--- src/rtl/conv3x3_writer.sv ---
// conv3x3_writer: convolves each accepted 3x3 window with a fixed kernel, normalizes, clamps and writes one pixel per window.
module conv3x3_writer #(
  parameter int IMAGE_WIDTH = 130,
  parameter int IMAGE_HEIGHT = 130,
  parameter int OUT_ADDR_W = 14,
  parameter logic signed [7:0] K0 = 8'sd1,
  parameter logic signed [7:0] K1 = 8'sd2,
  parameter logic signed [7:0] K2 = 8'sd1,
  parameter logic signed [7:0] K3 = 8'sd2,
  parameter logic signed [7:0] K4 = 8'sd4,
  parameter logic signed [7:0] K5 = 8'sd2,
  parameter logic signed [7:0] K6 = 8'sd1,
  parameter logic signed [7:0] K7 = 8'sd2,
  parameter logic signed [7:0] K8 = 8'sd1,
  parameter int SHIFT = 4
) (
  input  logic clk,
  input  logic reset,
  input  logic stall,
  input  logic [7:0] window [8:0],
  output logic out_we,
  output logic [OUT_ADDR_W-1:0] out_addr,
  output logic [7:0] out_data,
  output logic frame_done
);
  localparam int N_OUT = (IMAGE_WIDTH - 2) * (IMAGE_HEIGHT - 2);
  localparam logic [OUT_ADDR_W-1:0] LAST = OUT_ADDR_W'(N_OUT - 1);
  localparam logic signed [7:0] KC [9] = '{K0, K1, K2, K3, K4, K5, K6, K7, K8};
  logic [7:0] w [8:0];
  logic signed [16:0] p_c [9];
  logic signed [16:0] p [9];
  logic signed [20:0] s_c, s, r;
  logic [7:0] clamp;
  logic v0, v1, v2;
  logic [OUT_ADDR_W-1:0] cnt;
  always_comb begin
    s_c = '0;
    for (int i = 0; i < 9; i++) begin
      p_c[i] = 17'(KC[i]) * 17'($signed({1'b0, w[i]}));
      s_c = s_c + 21'(p[i]);
    end
  end
  assign r = s >>> SHIFT;
  assign clamp = r < 0 ? 8'd0 : (r > 21'sd255 ? 8'd255 : r[7:0]);
  // Data registers load only under their stage valid, so bubbles never disturb in-flight values.
  always_ff @(posedge clk) begin
    if (!stall) w <= window;
    if (v0) p <= p_c;
    if (v1) s <= s_c;
  end
  always_ff @(posedge clk) begin
    if (reset) begin
      v0 <= 1'b0;
      v1 <= 1'b0;
      v2 <= 1'b0;
      out_we <= 1'b0;
      out_addr <= '0;
      out_data <= '0;
      frame_done <= 1'b0;
      cnt <= '0;
    end else begin
      v0 <= !stall;
      v1 <= v0;
      v2 <= v1;
      out_we <= v2;
      frame_done <= v2 && cnt == LAST;
      if (v2) begin
        out_addr <= cnt;
        out_data <= clamp;
        cnt <= cnt == LAST ? '0 : cnt + 1'b1;
      end
    end
  end
endmodule

--- config.mk ---
export PLATFORM = sky130hd
export DESIGN_NAME = conv3x3_writer
export DESIGN_NICKNAME = d
export VERILOG_FILES = /design/src/rtl/conv3x3_writer.sv
export SDC_FILE = /design/constraint.sdc
export NUM_CORES = 1
export LEC_CHECK = 0
export BUFFER_PORTS_ARGS = -buffer_cell sky130_fd_sc_hd__buf_2
export CAP_MARGIN = 20
export CORE_AREA = 2 2 123 125
export CTS_CLUSTER_DIAMETER = 80
export DETAILED_ROUTE_END_ITERATION = 16
export DIE_AREA = 0 0 125 127
export PLACE_DENSITY = 0.76
export SYNTH_ARGS = -nofsm -noshare
export SYNTH_HDL_FRONTEND = slang
export SYNTH_SLANG_ARGS = --single-unit
--- constraint.sdc ---
create_clock -name clk -period 11.2 [get_ports clk]
set_clock_uncertainty 0.05 [all_clocks]
set_input_delay 0.56 -clock clk [delete_from_list [all_inputs] [get_ports clk]]
set_output_delay 0.56 -clock clk [all_outputs]
set_load 0.02 [all_outputs]
# After elaboration in Yosys (flattened, before gate mapping)
# Index checks and enable logic that the tools add are counted.
[word_totals]
register_bits = 202
wordCells = 44
[classes]
add_sub_neg = 9
magnitude_cmp = 2
eq_ne = 1
muxes = 3
reduce_logical = 2
[ops]
columns = ["cell", "count"]
rows = [
  ["16-bit by 8-bit adder with 17-bit output", 1],
  ["15-bit by 9-bit adder with 16-bit output", 1],
  ["8-bit 2-to-1 mux", 2],
  ["14-bit by 8-bit adder with 15-bit output", 1],
  ["13-bit by 9-bit adder with 14-bit output", 1],
  ["14-bit by 1-bit adder with 14-bit output (second input constant)", 1],
  ["14-bit equality test (second input constant)", 1],
  ["14-bit 2-to-1 mux", 1],
  ["12-bit by 10-bit adder with 13-bit output", 1],
  ["13-bit by 8-bit > comparator with 1-bit output (second input constant)", 1],
  ["13-bit by 1-bit < comparator with 1-bit output (second input constant)", 1],
  ["11-bit by 9-bit adder with 12-bit output", 1],
  ["10-bit by 8-bit adder with 11-bit output", 1],
  ["8-bit by 9-bit adder with 10-bit output", 1],
  ["1-bit logical AND", 1],
  ["1-bit zero test", 1],
]

# Logic depth before layout (Yosys ltp)
[logic_depth]
depth_word = 8
ltp_mapped = 13
mapped_depth_nobuf = 13

# Least setup slack after synthesis
# OpenSTA, ideal clock, no wires.
[synth_timing]
path_kind = "register to register"
start = "reg p[4] (netlist bit)"
end = "reg s[11], data pin"
setup_time_ps = 266
t_arrival_ps = 3669
required_ps = 10884
setup_slack_ps = 7216
stages_incl_launch_ff = 14
path_buffers = 0
synth_period_minus_slack_ps = 3984
path_cell_list = "edfxtp_1 > inv_1 > fa_1 > inv_1 > fa_1 > fa_1 > inv_1 > fa_1 > inv_1 > fa_1 > a21oi_1 > o2bb2ai_1 > o41ai_1 > xnor2_1"
[synth_via]
elab_chain_cells = 1
[synth_rtl]
columns = ["item", "line_no", "rtl"]
rows = [
  ["start: declaration", "31", "logic signed [16:0] p [9];"],
  ["start signal: assignment", "48", "if (v0) p <= p_c;"],
  ["16-bit by 8-bit adder with 17-bit output", "40", "s_c = s_c + 21'(p[i]);"],
  ["via s_c[11]", "32", "logic signed [20:0] s_c, s, r;"],
  ["end signal: assignment", "49", "if (v1) s <= s_c;"],
  ["end: declaration", "32", ""],
]
# The timed path passes the listed nets, and every way through them passes these cells.
# A chain may end at the register's enable or synchronous reset.

# Final worst setup path
# Same ends and word-level chain as after synthesis.

==> run metrics <==
sequential area share after synthesis=68.58%; die area=0.01588 sq mm; Tmin final=4.145 ns; DRT antenna net count=0; Crit-path slowest cell=fa_1; Max Freq=0.2413 GHz; GRT Total Usage=14.94%; status=finished clean; Synth cell types=38; top cell types by occurrence after synthesis=edfxtp_1 (153), inv_1 (92), fa_1 (52), dfxtp_1 (41), nor2_1 (38); Synth area leader=edfxtp_1; Pre-Repair DR Iteration Count=4; layout cell share with drive strength beyond 1=21.00%; DR vias=3,860; proportion of netlist area held by the largest area contributor=58.18%; Die Y=127 um; total CTS buffers=17; Place WS=7.041 ns; RSZ-0062 raised after global routing=no; HP Class=input port to flip-flop; PD cells=230.6 mW/mm^2; drt wl/cell=13.48 um; # nets final=749; DIE WIDTH=125 um; share of flip-flops with an asynchronous set or reset=0%; final hold violations=0; n_diodes=0; clock latency on the worst-skew pair=0.42 ns; synth warn=0; Worst-Margin Slew=0.8935 ns; cells along the critical path=inv_1 -> fa_1 -> inv_1 -> fa_1 -> fa_1 -> inv_1 -> fa_1 -> inv_1 -> fa_1 -> a21oi_1 -> o2bb2ai_1 -> o41ai_1 -> xnor2_1; Setup Fix Bufs, Post-CTS=0; Static Leak=3.699 nW; Worst Path Required=11.31 ns; top-count cell post-synth=edfxtp_1; smallest hold slack=0.2637 ns; 1st-iter DRT viols=208; Syn Std Cell Area=0.007896 sq mm; initial antenna violation count=0; final wirelength=10.82 mm; IO Port Bufs=98; Max clock buf depth=2; EDFF count, synth=153; total gr overflow=0; arrival time of the worst setup path=4.25 ns; Final period util=37.01%; Mean Syn Cell Area=15.89 sq um; crit path launch type=flip-flop; Slew Viols, Final=0; CP delay by family, top=adder cells; row cnt=44; crit-path max cell delay=0.54 ns; Via density=4.807; vias in the first global route=3,930; # hold bufs at CTS=0; fillers=1,058; post-CTS resize count=0; Max-Cap Viols=0; dpl hpwl=7.863 mm; ranking of synthesized cells by area=edfxtp_1 (58%), fa_1 (13%), dfxtp_1 (10%), inv_1 (4.4%), ha_1 (2.2%); I/O pin cnt=99; CTS Root Cell=clkbuf_16; setup TNS=0 ns; core footprint=0.01442 sq mm; Setup WS post-layout=7.055 ns; syn nets=638; # setup viols final=0; Critical Path Fanout Max=2; Seq cells post-synth=194; clock tree sinks=194; DRC Markers=0; Bufs and invs on worst path=4; wire length of the first global-routing pass=18.42 mm; Setup Crit Path Kind=flip-flop to flip-flop; CP dominant cell by count=fa_1; clock transition at the registers of the reported paths=0.06 ns; CTS tree=built; largest net degree at the start of global routing=74; CP endpoint kind=flip-flop; Initial Utilization=54.74%; CTS H-tree lvls=4; gpl congestion=0.7862; maximum vdd drop=183.3 uV; Post-Syn Instances=497; Slew headroom=40.44%; Syn-to-layout area delta=15.42%; ys flop type=edfxtp_1
==> power breakdown <==
part,internal [W],switching (W)
clock network,0.000304,0.000240
registers,0.000885,0.0000189
logic,0.000292,0.000362
total,0.00148,0.000621
==> sequential cells by signal (all words and copies together) (netlist names) <==
signal / flops
out_data: 8
s: 9
v2: 1
p: 72
v0: 1
cnt: 14
v1: 1
out_addr: 14
frame_done: 1
out_we: 1
w: 72
==> per-layer routing <==
metal	wire [um]	GRT usage (%)	part of all wire (%)	vias up
met5	0	0	0	-
met4	198	6.797	1.8	0
met1	4695	19.54	43	1856
li1	-	-	-	1899
met2	5474	23.91	51	91
met3	454	3.894	4.2	14
==> worst paths after layout <==
kind	startpoint	endpoint	slack (ns)	cells past startpoint
max	p[4]$_DFFE_PP_	s[11]$_DFFE_PP_	7.06	13
min	window[60]	w[60]$_DFFE_PN_	0.26	1
max reg2reg	p[4]$_DFFE_PP_	s[11]$_DFFE_PP_	7.06	13
min reg2reg	w[64]$_DFFE_PN_	p[0]$_DFFE_PP_	0.37	0
==> cell type report <==
class | count | area, sq um | share of cell area (%)
Clock inverter | 9 | 86.33 | 0.9473
Inverter | 92 | 345.3 | 3.789
Clock buffer | 21 | 440.4 | 4.833
Timing Repair Buffer | 101 | 513.0 | 5.629
Sequential cell | 194 | 5416 | 59.43
Tap cell | 184 | 230.2 | 2.526
Multi-Input combinational cell | 202 | 2082 | 22.84
==> metrics by stage <==
step	cells	cell area (sq um)	util [%]	total power, W
2_1_floorplan	497	7896	-	0.001446
3_3_place_gp	773	8587	59.53	0.001556
3_5_place_dp	773	8587	59.53	0.001582
4_1_cts	803	9114	63.19	0.002129
5_1_grt	803	9114	63.19	0.002266
6_report	803	9114	63.19	0.002101
==> worst reg2reg max path: cells and delay by family (launching register included) <==
kind / cells / cell delay [ns]
compound gates: 3 / 0.63
buf+inv: 4 / 0.22
fa+ha+maj: 5 / 2.54
flops: 1 / 0.33
xor+xnor: 1 / 0.10
==> cell families (layout without fill, tap and decap cells) <==
family                     Yosys count  in the layout  share of synthesized area [%]
muxes                               15             15                          1.901
adders and majority gates           66             66                          15.40
and+or+nand+nor                     73             73                          4.643
buffers and inverters              101            223                          5.055
xor gates and xnor gates            17             17                          1.886
AOI/OAI and AO/OA                   31             31                          2.535
DFF                                194            194                          68.58
==> cell usage in the layout, fill, tap and decap left out, types with 4 or more instances in the layout <==
cell type | Yosys | final
o22ai_1 | 7 | 7
o21ai_0 | 4 | 4
ha_1 | 14 | 14
edfxtp_1 | 153 | 153
a21oi_1 | 9 | 9
xor2_1 | 11 | 11
clkbuf_1 | 3 | 4
nor2_1 | 38 | 38
mux2i_1 | 15 | 15
fa_1 | 52 | 52
xnor2_1 | 6 | 6
clkbuf_16 | 0 | 17
nand2_1 | 5 | 5
buf_2 | 4 | 98
nand3_1 | 5 | 5
nand4_1 | 4 | 4
nor2b_1 | 4 | 4
dfxtp_1 | 41 | 40
inv_1 | 92 | 91
Power figures use the tool's default switching activity.
